## src/rtl/mips_defines.sv

```systemverilog
// Shared definitions for the memory-port arbiter: state encoding,
// default bus widths and the byte-enable pattern used for fetches.
package mips_defines;

    localparam int ARB_AW         = 32;
    localparam int ARB_DW         = 32;
    localparam int ARB_BW         = ARB_DW / 8;
    localparam int ARB_MAX_LS_RUN = 4;

    // Instruction fetches always read the full word.
    localparam logic [ARB_BW-1:0] ARB_IF_BE = '1;

    typedef enum logic [1:0] {
        ARB_IDLE    = 2'd0,
        ARB_BUSY_IF = 2'd1,
        ARB_BUSY_LS = 2'd2
    } arb_state_t;

    // Byte-enable width for a given data width.
    function automatic int be_width(input int dw);
        return dw / 8;
    endfunction

endpackage

```

## src/rtl/mem_port_arbiter_if.sv

```systemverilog
// Memory-side request/acknowledge bus between the arbiter (master)
// and the ROM/RAM port (slave).
interface mem_port_arbiter_if
    import mips_defines::*;
#(
    parameter int AW = ARB_AW,
    parameter int DW = ARB_DW
);
    localparam int BW = DW / 8;

    logic          bus_req;
    logic          bus_we;
    logic [BW-1:0] bus_be;
    logic [AW-1:0] bus_addr;
    logic [DW-1:0] bus_wdata;
    logic          bus_ack;
    logic [DW-1:0] bus_rdata;

    modport master (
        output bus_req, bus_we, bus_be, bus_addr, bus_wdata,
        input  bus_ack, bus_rdata
    );

    modport slave (
        input  bus_req, bus_we, bus_be, bus_addr, bus_wdata,
        output bus_ack, bus_rdata
    );

endinterface

```

## src/rtl/mem_arb_pick.sv

```systemverilog
// Winner selection between instruction fetch and load/store.
// Requests arrive already qualified by the arbitration point.
module mem_arb_pick (
    input  logic if_req,
    input  logic ls_req,
    input  logic run_sat,
    output logic gnt_if,
    output logic gnt_ls
);

    // LS wins unless it has used up its run while a fetch is waiting
    always_comb begin
        gnt_ls = ls_req && !(if_req && run_sat);
        gnt_if = if_req && !gnt_ls;
    end

endmodule

```

## src/rtl/mem_port_arbiter.sv

```systemverilog
// Shares one memory port between instruction fetch (read-only) and the
// load/store unit. A granted request is latched onto the bus, held until
// the slave acknowledges, and its data is returned to the owner. The
// arbiter re-arbitrates in the acknowledge cycle so back-to-back
// transactions run without an idle bus cycle.
module mem_port_arbiter
    import mips_defines::*;
#(
    parameter int AW         = ARB_AW,
    parameter int DW         = ARB_DW,
    parameter int MAX_LS_RUN = ARB_MAX_LS_RUN
) (
    input  logic                  clk,
    input  logic                  reset,

    input  logic                  if_req,
    input  logic [AW-1:0]         if_addr,
    output logic                  if_gnt,
    output logic                  if_rvalid,
    output logic [DW-1:0]         if_rdata,

    input  logic                  ls_req,
    input  logic                  ls_we,
    input  logic [DW/8-1:0]       ls_be,
    input  logic [AW-1:0]         ls_addr,
    input  logic [DW-1:0]         ls_wdata,
    output logic                  ls_gnt,
    output logic                  ls_rvalid,
    output logic [DW-1:0]         ls_rdata,

    mem_port_arbiter_if.master    bus,

    output logic                  stall_req
);

    localparam int BW   = DW / 8;
    localparam int RUNW = $clog2(MAX_LS_RUN + 1);

    arb_state_t    state_q;
    arb_state_t    state_d;
    logic [RUNW-1:0] ls_run_q;

    logic          arb_point;
    logic          run_sat;
    logic          gnt_if;
    logic          gnt_ls;

    logic          bus_req_q;
    logic          bus_we_q;
    logic [BW-1:0] bus_be_q;
    logic [AW-1:0] bus_addr_q;
    logic [DW-1:0] bus_wdata_q;

    logic          if_rvalid_q;
    logic [DW-1:0] if_rdata_q;
    logic          ls_rvalid_q;
    logic [DW-1:0] ls_rdata_q;

    // A new winner may be chosen when idle or when the current transfer completes.
    // Grants are also held off while reset is asserted so nothing upstream advances.
    assign arb_point = (state_q == ARB_IDLE) || bus.bus_ack;
    assign run_sat   = (ls_run_q == RUNW'(MAX_LS_RUN));

    mem_arb_pick u_pick (
        .if_req  (if_req && arb_point && reset),
        .ls_req  (ls_req && arb_point && reset),
        .run_sat (run_sat),
        .gnt_if  (gnt_if),
        .gnt_ls  (gnt_ls)
    );

    assign if_gnt = gnt_if;
    assign ls_gnt = gnt_ls;

    // The pipeline stalls while a transfer is outstanding or a request is refused.
    assign stall_req = (state_q != ARB_IDLE) || ((if_req || ls_req) && !(gnt_if || gnt_ls));

    assign bus.bus_req   = bus_req_q;
    assign bus.bus_we    = bus_we_q;
    assign bus.bus_be    = bus_be_q;
    assign bus.bus_addr  = bus_addr_q;
    assign bus.bus_wdata = bus_wdata_q;

    assign if_rvalid = if_rvalid_q;
    assign if_rdata  = if_rdata_q;
    assign ls_rvalid = ls_rvalid_q;
    assign ls_rdata  = ls_rdata_q;

    // State register
    always_ff @(posedge clk or negedge reset) begin
        if (!reset) begin
            state_q <= ARB_IDLE;
        end else begin
            state_q <= state_d;
        end
    end

    // Next state: only changes at an arbitration point, to the winner or back to idle
    always_comb begin
        state_d = state_q;
        if (arb_point) begin
            if (gnt_ls) begin
                state_d = ARB_BUSY_LS;
            end else if (gnt_if) begin
                state_d = ARB_BUSY_IF;
            end else begin
                state_d = ARB_IDLE;
            end
        end
    end

    // Count consecutive LS grants taken while a fetch was waiting, cleared when IF wins
    always_ff @(posedge clk or negedge reset) begin
        if (!reset) begin
            ls_run_q <= '0;
        end else if (gnt_if) begin
            ls_run_q <= '0;
        end else if (gnt_ls && if_req && !run_sat) begin
            ls_run_q <= ls_run_q + RUNW'(1);
        end
    end

    // Bus registers: load the winner on grant, hold while busy, drop the request when nothing follows
    always_ff @(posedge clk or negedge reset) begin
        if (!reset) begin
            bus_req_q   <= 1'b0;
            bus_we_q    <= 1'b0;
            bus_be_q    <= '0;
            bus_addr_q  <= '0;
            bus_wdata_q <= '0;
        end else if (gnt_ls) begin
            bus_req_q   <= 1'b1;
            bus_we_q    <= ls_we;
            bus_be_q    <= ls_be;
            bus_addr_q  <= ls_addr;
            bus_wdata_q <= ls_wdata;
        end else if (gnt_if) begin
            bus_req_q   <= 1'b1;
            bus_we_q    <= 1'b0;
            bus_be_q    <= {BW{1'b1}};
            bus_addr_q  <= if_addr;
            bus_wdata_q <= '0;
        end else if (arb_point) begin
            bus_req_q   <= 1'b0;
        end
    end

    // Completion: capture read data for the owner and pulse its rvalid for one cycle
    always_ff @(posedge clk or negedge reset) begin
        if (!reset) begin
            if_rvalid_q <= 1'b0;
            if_rdata_q  <= '0;
            ls_rvalid_q <= 1'b0;
            ls_rdata_q  <= '0;
        end else begin
            if_rvalid_q <= 1'b0;
            ls_rvalid_q <= 1'b0;
            if (bus.bus_ack && (state_q == ARB_BUSY_IF)) begin
                if_rvalid_q <= 1'b1;
                if_rdata_q  <= bus.bus_rdata;
            end
            if (bus.bus_ack && (state_q == ARB_BUSY_LS)) begin
                ls_rvalid_q <= 1'b1;
                ls_rdata_q  <= bus_we_q ? '0 : bus.bus_rdata;
            end
        end
    end

endmodule

```

## src/flat_wrapper.sv

```systemverilog
// flat-port wrapper written by rule: the top's interface ports become plain ports
module mem_port_arbiter_flat import mips_defines::*;
#(
    parameter int AW         = ARB_AW,
    parameter int DW         = ARB_DW,
    parameter int MAX_LS_RUN = ARB_MAX_LS_RUN
)
  (clk, reset, if_req, if_addr, if_gnt, if_rvalid, if_rdata, ls_req, ls_we, ls_be, ls_addr, ls_wdata, ls_gnt, ls_rvalid, ls_rdata, stall_req, bus_bus_req, bus_bus_we, bus_bus_be, bus_bus_addr, bus_bus_wdata, bus_bus_ack, bus_bus_rdata);
  mem_port_arbiter_if #(.AW(AW), .DW(DW)) bus_i ();
  input  logic clk;
  input  logic reset;
  input  logic if_req;
  input  logic [AW-1:0] if_addr;
  output logic if_gnt;
  output logic if_rvalid;
  output logic [DW-1:0] if_rdata;
  input  logic ls_req;
  input  logic ls_we;
  input  logic [DW/8-1:0] ls_be;
  input  logic [AW-1:0] ls_addr;
  input  logic [DW-1:0] ls_wdata;
  output logic ls_gnt;
  output logic ls_rvalid;
  output logic [DW-1:0] ls_rdata;
  output logic stall_req;
  output wire logic [$bits(bus_i.bus_req)-1:0] bus_bus_req;
  output wire logic [$bits(bus_i.bus_we)-1:0] bus_bus_we;
  output wire logic [$bits(bus_i.bus_be)-1:0] bus_bus_be;
  output wire logic [$bits(bus_i.bus_addr)-1:0] bus_bus_addr;
  output wire logic [$bits(bus_i.bus_wdata)-1:0] bus_bus_wdata;
  input wire logic [$bits(bus_i.bus_ack)-1:0] bus_bus_ack;
  input wire logic [$bits(bus_i.bus_rdata)-1:0] bus_bus_rdata;
  assign bus_bus_req = bus_i.bus_req;
  assign bus_bus_we = bus_i.bus_we;
  assign bus_bus_be = bus_i.bus_be;
  assign bus_bus_addr = bus_i.bus_addr;
  assign bus_bus_wdata = bus_i.bus_wdata;
  assign bus_i.bus_ack = bus_bus_ack;
  assign bus_i.bus_rdata = bus_bus_rdata;
  mem_port_arbiter #(.AW(AW), .DW(DW), .MAX_LS_RUN(MAX_LS_RUN)) u_core (.clk(clk), .reset(reset), .if_req(if_req), .if_addr(if_addr), .if_gnt(if_gnt), .if_rvalid(if_rvalid), .if_rdata(if_rdata), .ls_req(ls_req), .ls_we(ls_we), .ls_be(ls_be), .ls_addr(ls_addr), .ls_wdata(ls_wdata), .ls_gnt(ls_gnt), .ls_rvalid(ls_rvalid), .ls_rdata(ls_rdata), .bus(bus_i), .stall_req(stall_req));
endmodule
```

## config.mk

```make
export PLATFORM = sky130hd
export DESIGN_NAME = mem_port_arbiter_flat
export DESIGN_NICKNAME = d
export VERILOG_FILES = /design/src/rtl/mips_defines.sv /design/src/rtl/mem_port_arbiter_if.sv /design/src/rtl/mem_arb_pick.sv /design/src/rtl/mem_port_arbiter.sv /design/src/flat_wrapper.sv
export SDC_FILE = /design/constraint.sdc
export NUM_CORES = 1
export LEC_CHECK = 0
export BUFFER_PORTS_ARGS = -buffer_cell sky130_fd_sc_hd__buf_2
export CORE_UTILIZATION = 50
export CTS_CLUSTER_DIAMETER = 50
export DETAILED_ROUTE_END_ITERATION = 10
export GPL_ROUTABILITY_DRIVEN = 0
export GPL_TIMING_DRIVEN = 0
export PLACE_DENSITY = 0.92
export SYNTH_ARGS = -nofsm -noshare
export SYNTH_HDL_FRONTEND = slang
export SYNTH_HIERARCHICAL = 1
export SYNTH_SLANG_ARGS = --single-unit
```

## constraint.sdc

```tcl
create_clock -name clk -period 3.44 [get_ports clk]
set_input_delay 0.172 -clock clk [delete_from_list [all_inputs] [get_ports clk]]
set_output_delay 0.172 -clock clk [all_outputs]
set_load 0.02 [all_outputs]
```

## Word-level counts from Yosys, hierarchy flattened

Index checks and enable logic that the tools add are counted.

| operators by class | value |
|---|---|
| add/sub/neg operators | 1 |
| eq/ne operators | 3 |
| mux-type cells | 18 |
| reductions and logical operators | 25 |

Operator list:

| operator | count |
|---|---|
| $mux W32 | 5 |
| $logic_and A1 B1 Y1 | 12 |
| $mux W1 | 8 |
| $mux W4 | 2 |
| $mux W3 | 2 |
| $reduce_bool A2 Y1 | 3 |
| $logic_not A1 Y1 | 4 |
| $logic_or A1 B1 Y1 | 4 |
| $add A3 B1 Y3 const B | 1 |
| $eq A3 B3 Y1 const B | 1 |
| $reduce_bool A3 Y1 | 1 |
| $eq A2 B1 Y1 const B | 1 |
| $eq A2 B2 Y1 const B | 1 |
| $logic_not A2 Y1 | 1 |
| $mux W2 | 1 |

| word-level totals | value |
|---|---|
| bits in registers | 141 |
| input bits | 138 |
| output and inout port bits | 139 |
| word-level logic and storage cells | 58 |

## Logic depth before layout (Yosys ltp)

| logic depth | value |
|---|---|
| depth in word-level cells | 13 |
| depth in mapped cells | 10 |
| depth with buffers taken out | 8 |

## Hierarchy

The synthesis kept the hierarchy.

By module, submodules not included:

| module | instances | cells an instance | area each (um^2) | sequential area each (um^2) |
|---|---|---|---|---|
| mem_port_arbiter | 1 | 481 | 5856.9 | 3528.4 |
| mem_arb_pick | 1 | 3 | 18.8 | 0.0 |

## Least setup slack after synthesis

OpenSTA, ideal clock, no wires.

| path | value |
|---|---|
| path type | register to register |
| start | register u_core.state_q[0] |
| end | register u_core.ls_run_q[0] |
| library setup time | 0.125 ns |
| arrival time | 2.206 ns |
| data required time | 3.315 ns |
| slack | 1.109 ns |
| stages on the path, launching flop included | 9 |
| path buffers | 1 |
| period minus slack after synthesis | 2.331 ns |
| cells stage by stage | dfrtp_1 -> nor2_1 -> or2_2 -> and3_1 -> a21boi_1 -> buf_4 -> nand2_1 -> nor2_1 -> mux2_2 |

| on the way | value |
|---|---|
| cells in the longest elaborated chain, start to end | 10 |
| elaborated cells between the ends (all ways) | 15 |
| classes of those cells | mux: 1; reduce/logical: 14 |

RTL lines:

| what | line | source |
|---|---|---|
| start, declared | mem_port_arbiter.sv:39 | `arb_state_t state_q;` |
| start signal, assigned | mem_port_arbiter.sv:94 | `state_q <= state_d;` |
| $logic_not A2 Y1 * | mem_port_arbiter.sv:61 | `assign arb_point = (state_q == ARB_IDLE) \|\| bus.bus_ack;` |
| $logic_or A1 B1 Y1 * | mem_port_arbiter.sv:61 |  |
| $logic_and A1 B1 Y1 (2 in a row) | mem_port_arbiter.sv:65 | `.if_req (if_req && arb_point && reset),` |
| $logic_and A1 B1 Y1 | mem_arb_pick.sv:13 | `gnt_ls = ls_req && !(if_req && run_sat);` |
| $logic_not A1 Y1 | mem_arb_pick.sv:13 |  |
| $logic_and A1 B1 Y1 * | mem_arb_pick.sv:13 |  |
| named net ls_gnt | flat_wrapper.sv:22 | `output logic ls_gnt;` |
| $logic_not A1 Y1 / $logic_and A1 B1 Y1 (equally long branches) | mem_arb_pick.sv:14, mem_port_arbiter.sv:118 |  |
| $logic_and A1 B1 Y1 (on tied branches) | mem_arb_pick.sv:14, mem_port_arbiter.sv:118 |  |
| $mux W3 / $reduce_bool A2 Y1 (equally long branches) | -- |  |
| end signal, assigned | mem_port_arbiter.sv:119 | `ls_run_q <= ls_run_q + RUNW'(1);` |
| end, declared | mem_port_arbiter.sv:41 | `logic [RUNW-1:0] ls_run_q;` |

The timed path passes the listed nets; every way through them passes the cells marked *.
A chain may end at the register's enable or synchronous reset.

## Worst setup path in the final report

| path | value |
|---|---|
| start | input reset |
| end | output stall_req |

| on the way | value |
|---|---|
| cells in the longest elaborated chain, start to end | 10 |
| elaborated cells between the ends (all ways) | 11 |
| classes of those cells | reduce/logical: 11 |

RTL lines:

| what | line | source |
|---|---|---|
| start, declared | flat_wrapper.sv:11 | `input logic reset;` |
| $logic_and A1 B1 Y1 | mem_port_arbiter.sv:65 |  |
| $logic_and A1 B1 Y1 | mem_arb_pick.sv:13 |  |
| $logic_not A1 Y1 | mem_arb_pick.sv:13 |  |
| $logic_and A1 B1 Y1 | mem_arb_pick.sv:13 |  |
| $logic_not A1 Y1 | mem_arb_pick.sv:14 | `gnt_if = if_req && !gnt_ls;` |
| $logic_and A1 B1 Y1 | mem_arb_pick.sv:14 |  |
| $logic_or A1 B1 Y1 * | mem_port_arbiter.sv:76 | `assign stall_req = (state_q != ARB_IDLE) \|\| ((if_req \|\| ls_req) && !(gnt_if \|\| gnt_ls));` |
| $logic_not A1 Y1 * | mem_port_arbiter.sv:76 |  |
| $logic_and A1 B1 Y1 * | mem_port_arbiter.sv:76 |  |
| $logic_or A1 B1 Y1 * | mem_port_arbiter.sv:76 |  |
| end, declared | flat_wrapper.sv:25 | `output logic stall_req;` |

Every way passes the cells marked *; elsewhere a longest branch is shown, timed or not.

==> summary.txt <==
GRT
  – Vias in the first global route: ~5700
  – Largest net degree at the start of global routing: 82
  – First-pass GRT wire length: approximately 30 mm
  – Total congestion overflow: 0
  – Gr usage total: 30.69%
  – Initial antenna violation count: 0

Timing
  – Final setup viols: 0
  – Clock skew: 8.240 ps
  – RSZ-0062 raised after global routing: false
  – Max Fclk: 0.3417 GHz
  – Final hold vios: 0
  – Worst-Margin Slew: 583.1 ps
  – Minimum clock period: 2927 ps
  – Final Slew Violations: 0
  – Crit share post-route: between 80% and 90%
  – Relative slew slack: 61.12%
  – Setup ws final: a little over 500 ps

Pwr
  – VDD IR-drop max: 579.9 uV
  – Lkg Pwr: 0.004605 uW
  – Pwr dens: 724.7 nW/um2
  – Final Power: 6389 uW

Worst hold path
  – Tightest Hold Check Type: input port to flop
  – Hold_sp: bus_bus_rdata[31]
  – Hold Path Sink: u_core/if_rdata[31]
  – Min-Delay Path Depth: 2

Layout
  – Layout Cells excl Fill: just over 1000
  – Layout cells sized above 1: a little over two fifths
  – Antenna Cells: 0
  – Footprint of the multi-input gates: ~2100 um2
  – Area delta synth->final: 50.04%
  – Final core occ: roughly 77%
  – Register Area: approximately 3500 um2
  – Fin nets: 992
  – FILL cells: about 700

Die
  – DIE HEIGHT: about 110 um
  – Initial Util: between 50% and 60%
  – Core area: between 10000 and 15000 um2
  – Row cnt: 39
  – Die W: approximately 110 um
  – I/O pins: around 280
  – DIE AREA: approximately 12000 um2

Route
  – WL per Instance: about 18 um
  – Antenna-violating nets left: 0
  – Drc violations: 0
  – Vias post-DR: about 5400
  – Initial DRC Count: 456
  – WL final: roughly 18 mm
  – Via density: around 5.3
  – 1st-pass router iterations: 5

Job
  – Max-cap viol count: 0

Clocking
  – H-tree levels: 4
  – Cts bufs inserted: 17
  – CTS tree: yes
  – Root buf cell: clkbuf_16
  – Clk_lat worst skew: about 400 ps
  – Max Root-Sink Buffers: 2
  – Clk pin slew, worst setup/hold paths: around 60 ps
  – CTS Sinks: approximately 140

Outcome
  – Outcome: finished, final reports clean

Setup path
  – CP arrival: around 2800 ps
  – Worst r2r src: u_core/state_q[0]
  – Worst endpoint required time: 3270 ps
  – Worst R2R End: u_core/bus.bus_addr[21]
  – CP most frequent cell: buf_2
  – Setup slack, reg-to-reg: ~1000 ps
  – Cells on worst reg2reg path: 9
  – Cells along the critical path: dlygate4sd3_1, buf_6, and3_1, a21boi_2, buf_4, nor2_4, buf_2, o21ai_0, nand2_1, buf_2
  – CP Max Fanout: 63
  – Slowest cell on the critical path: dlygate4sd3_1
  – Worst Setup Start Kind: input port
  – CP max stage delay: between 500 and 600 ps
  – Delay-heaviest family, CP: buffers and inverters
  – Critical path capture point type: primary output
  – CP bufs+invs: 5
  – CP Class: input port to primary output

Placement
  – Post-DP HPWL: around 11 mm
  – Port-buffer cells: approximately 280
  – Post-place setup slack: 816.4 ps
  – Placed Instances: roughly 900

Logic synthesis
  – Largest area contributor in the netlist: dfrtp_1
  – Mean area per synthesized cell: between 10 and 15 um2
  – Synth top area share: 60.05%
  – Synth unique cells: 26
  – #FFs+latches synth: 141
  – Post-Syn Area: between 5000 and 6000 um2
  – Cell count after synthesis: 484
  – Seq/Total Area, Yosys: between 60% and 70%
  – YS warnings: 6
  – Post-synth net total: 624
  – Synth area leaders: dfrtp_1 (60%), mux2_4 (7.4%), o21ai_0 (6.0%)
synthesized netlist by cell type:
cell / count
dfrtp_1: 141
nor3_1: 1
a31oi_1: 1
mux2_4: 29
buf_6: 5
clkbuf_1: 10
nor2_1: 8
ha_1: 2
nand3b_4: 1
nor3b_1: 1
buf_2: 10
nor2_4: 1
inv_1: 6
or2_2: 1
a21boi_1: 2
nand3_1: 1
buf_4: 8
nand2b_1: 37
nand2_1: 74
mux2i_1: 33
a22o_1: 32
and2_1: 1
mux2_2: 4
o21ai_0: 71
nand3b_1: 2
and3_1: 2
power breakdown:
group / internal (uW) / switching [uW] / leakage (uW)
Combinational: 850 / 1210 / 0.00255
Sequential: 2120 / 281 / 0.00176
Clock: 1180 / 751 / 0.000295
cell type report:
class / count / area share, %
multi-input combinational: 304 / 24.10
inverter: 6 / 0.2555
buffer: 33 / 2.313
clock inverter: 13 / 2.030
sequential: 141 / 40.02
clock buffer: 19 / 5.024
tap: 143 / 2.030
timing repair buffer: 349 / 24.23
how the worst max path moves through the flow:
stage	from	cells after the start	slack [ps]	endpoint
6_report	reset	10	510	stall_req
5_1_grt	reset	10	260	stall_req
4_1_cts	reset	10	240	stall_req
3_5_place_dp	u_core/state_q[0]	10	820	stall_req
3_3_place_gp	reset	9	-1230	stall_req
2_1_floorplan	u_core/state_q[0]	8	1110	u_core/ls_run_q[0]
through the flow:
| step | hold WS (ps) | area (um2) | TNS (ps) |
|---|---|---|---|
| 4_1_cts | 0.5748 | 8792 | 0 |
| 6_report | 14.27 | 8816 | 0 |
| 2_1_floorplan | -123.6 | 5876 | 0 |
| 3_5_place_dp | 184.7 | 7470 | 0 |
| 5_1_grt | 4.288 | 8816 | 0 |
| 3_3_place_gp | 380.1 | 7436 | -82530 |
layout by cell type (no fill, tap or decap), types with 11 or more instances in the layout:
master / count
clkbuf_16: 17
dlygate4sd3_1: 72
clkbuf_1: 11
mux2_4: 29
o21ai_0: 71
a22o_1: 32
nand2_1: 74
nand2b_1: 37
buf_2: 285
dfrtp_1: 141
mux2i_1: 33
metal layers:
metal	global-route usage, %	vias up	part of all wire (%)
li1	-	2396	-
met4	14.84	0	4.0
met1	36.26	2595	39
met2	52.26	298	51
met5	0	-	0
met3	7.684	62	6.3
logic make-up after synthesis:
logic type               count (synthesis)  synth area share (%)
buffers and inverters                   39                 3.854
AND/OR/NAND/NOR                        130                 10.69
AO/OA/AOI/OAI                          106                 11.18
adder cells (fa/ha/maj)                  2                0.4258
flip-flops                             141                 60.05
multiplexers                            66                 13.80
registers in the layout (all words and copies together), names as in the netlist:
register              cells
u_core/bus.bus_req        1
u_core/if_rdata          32
u_core/bus.bus_be         4
u_core/state_q            2
u_core/ls_run_q           3
u_core/bus.bus_addr      32
u_core/ls_rdata          32
u_core/if_rvalid          1
u_core/bus.bus_wdata     32
u_core/ls_rvalid          1
u_core/bus.bus_we         1
repair_timing:
action	4_1_cts	5_1_grt
endpoints found under the setup margin	0	1
resized for setup	0	1
hold buffers	70	2
buffers inserted	0	0
endpoints found under the hold margin	129	2
No activity file was read; power rests on OpenSTA's default activity.
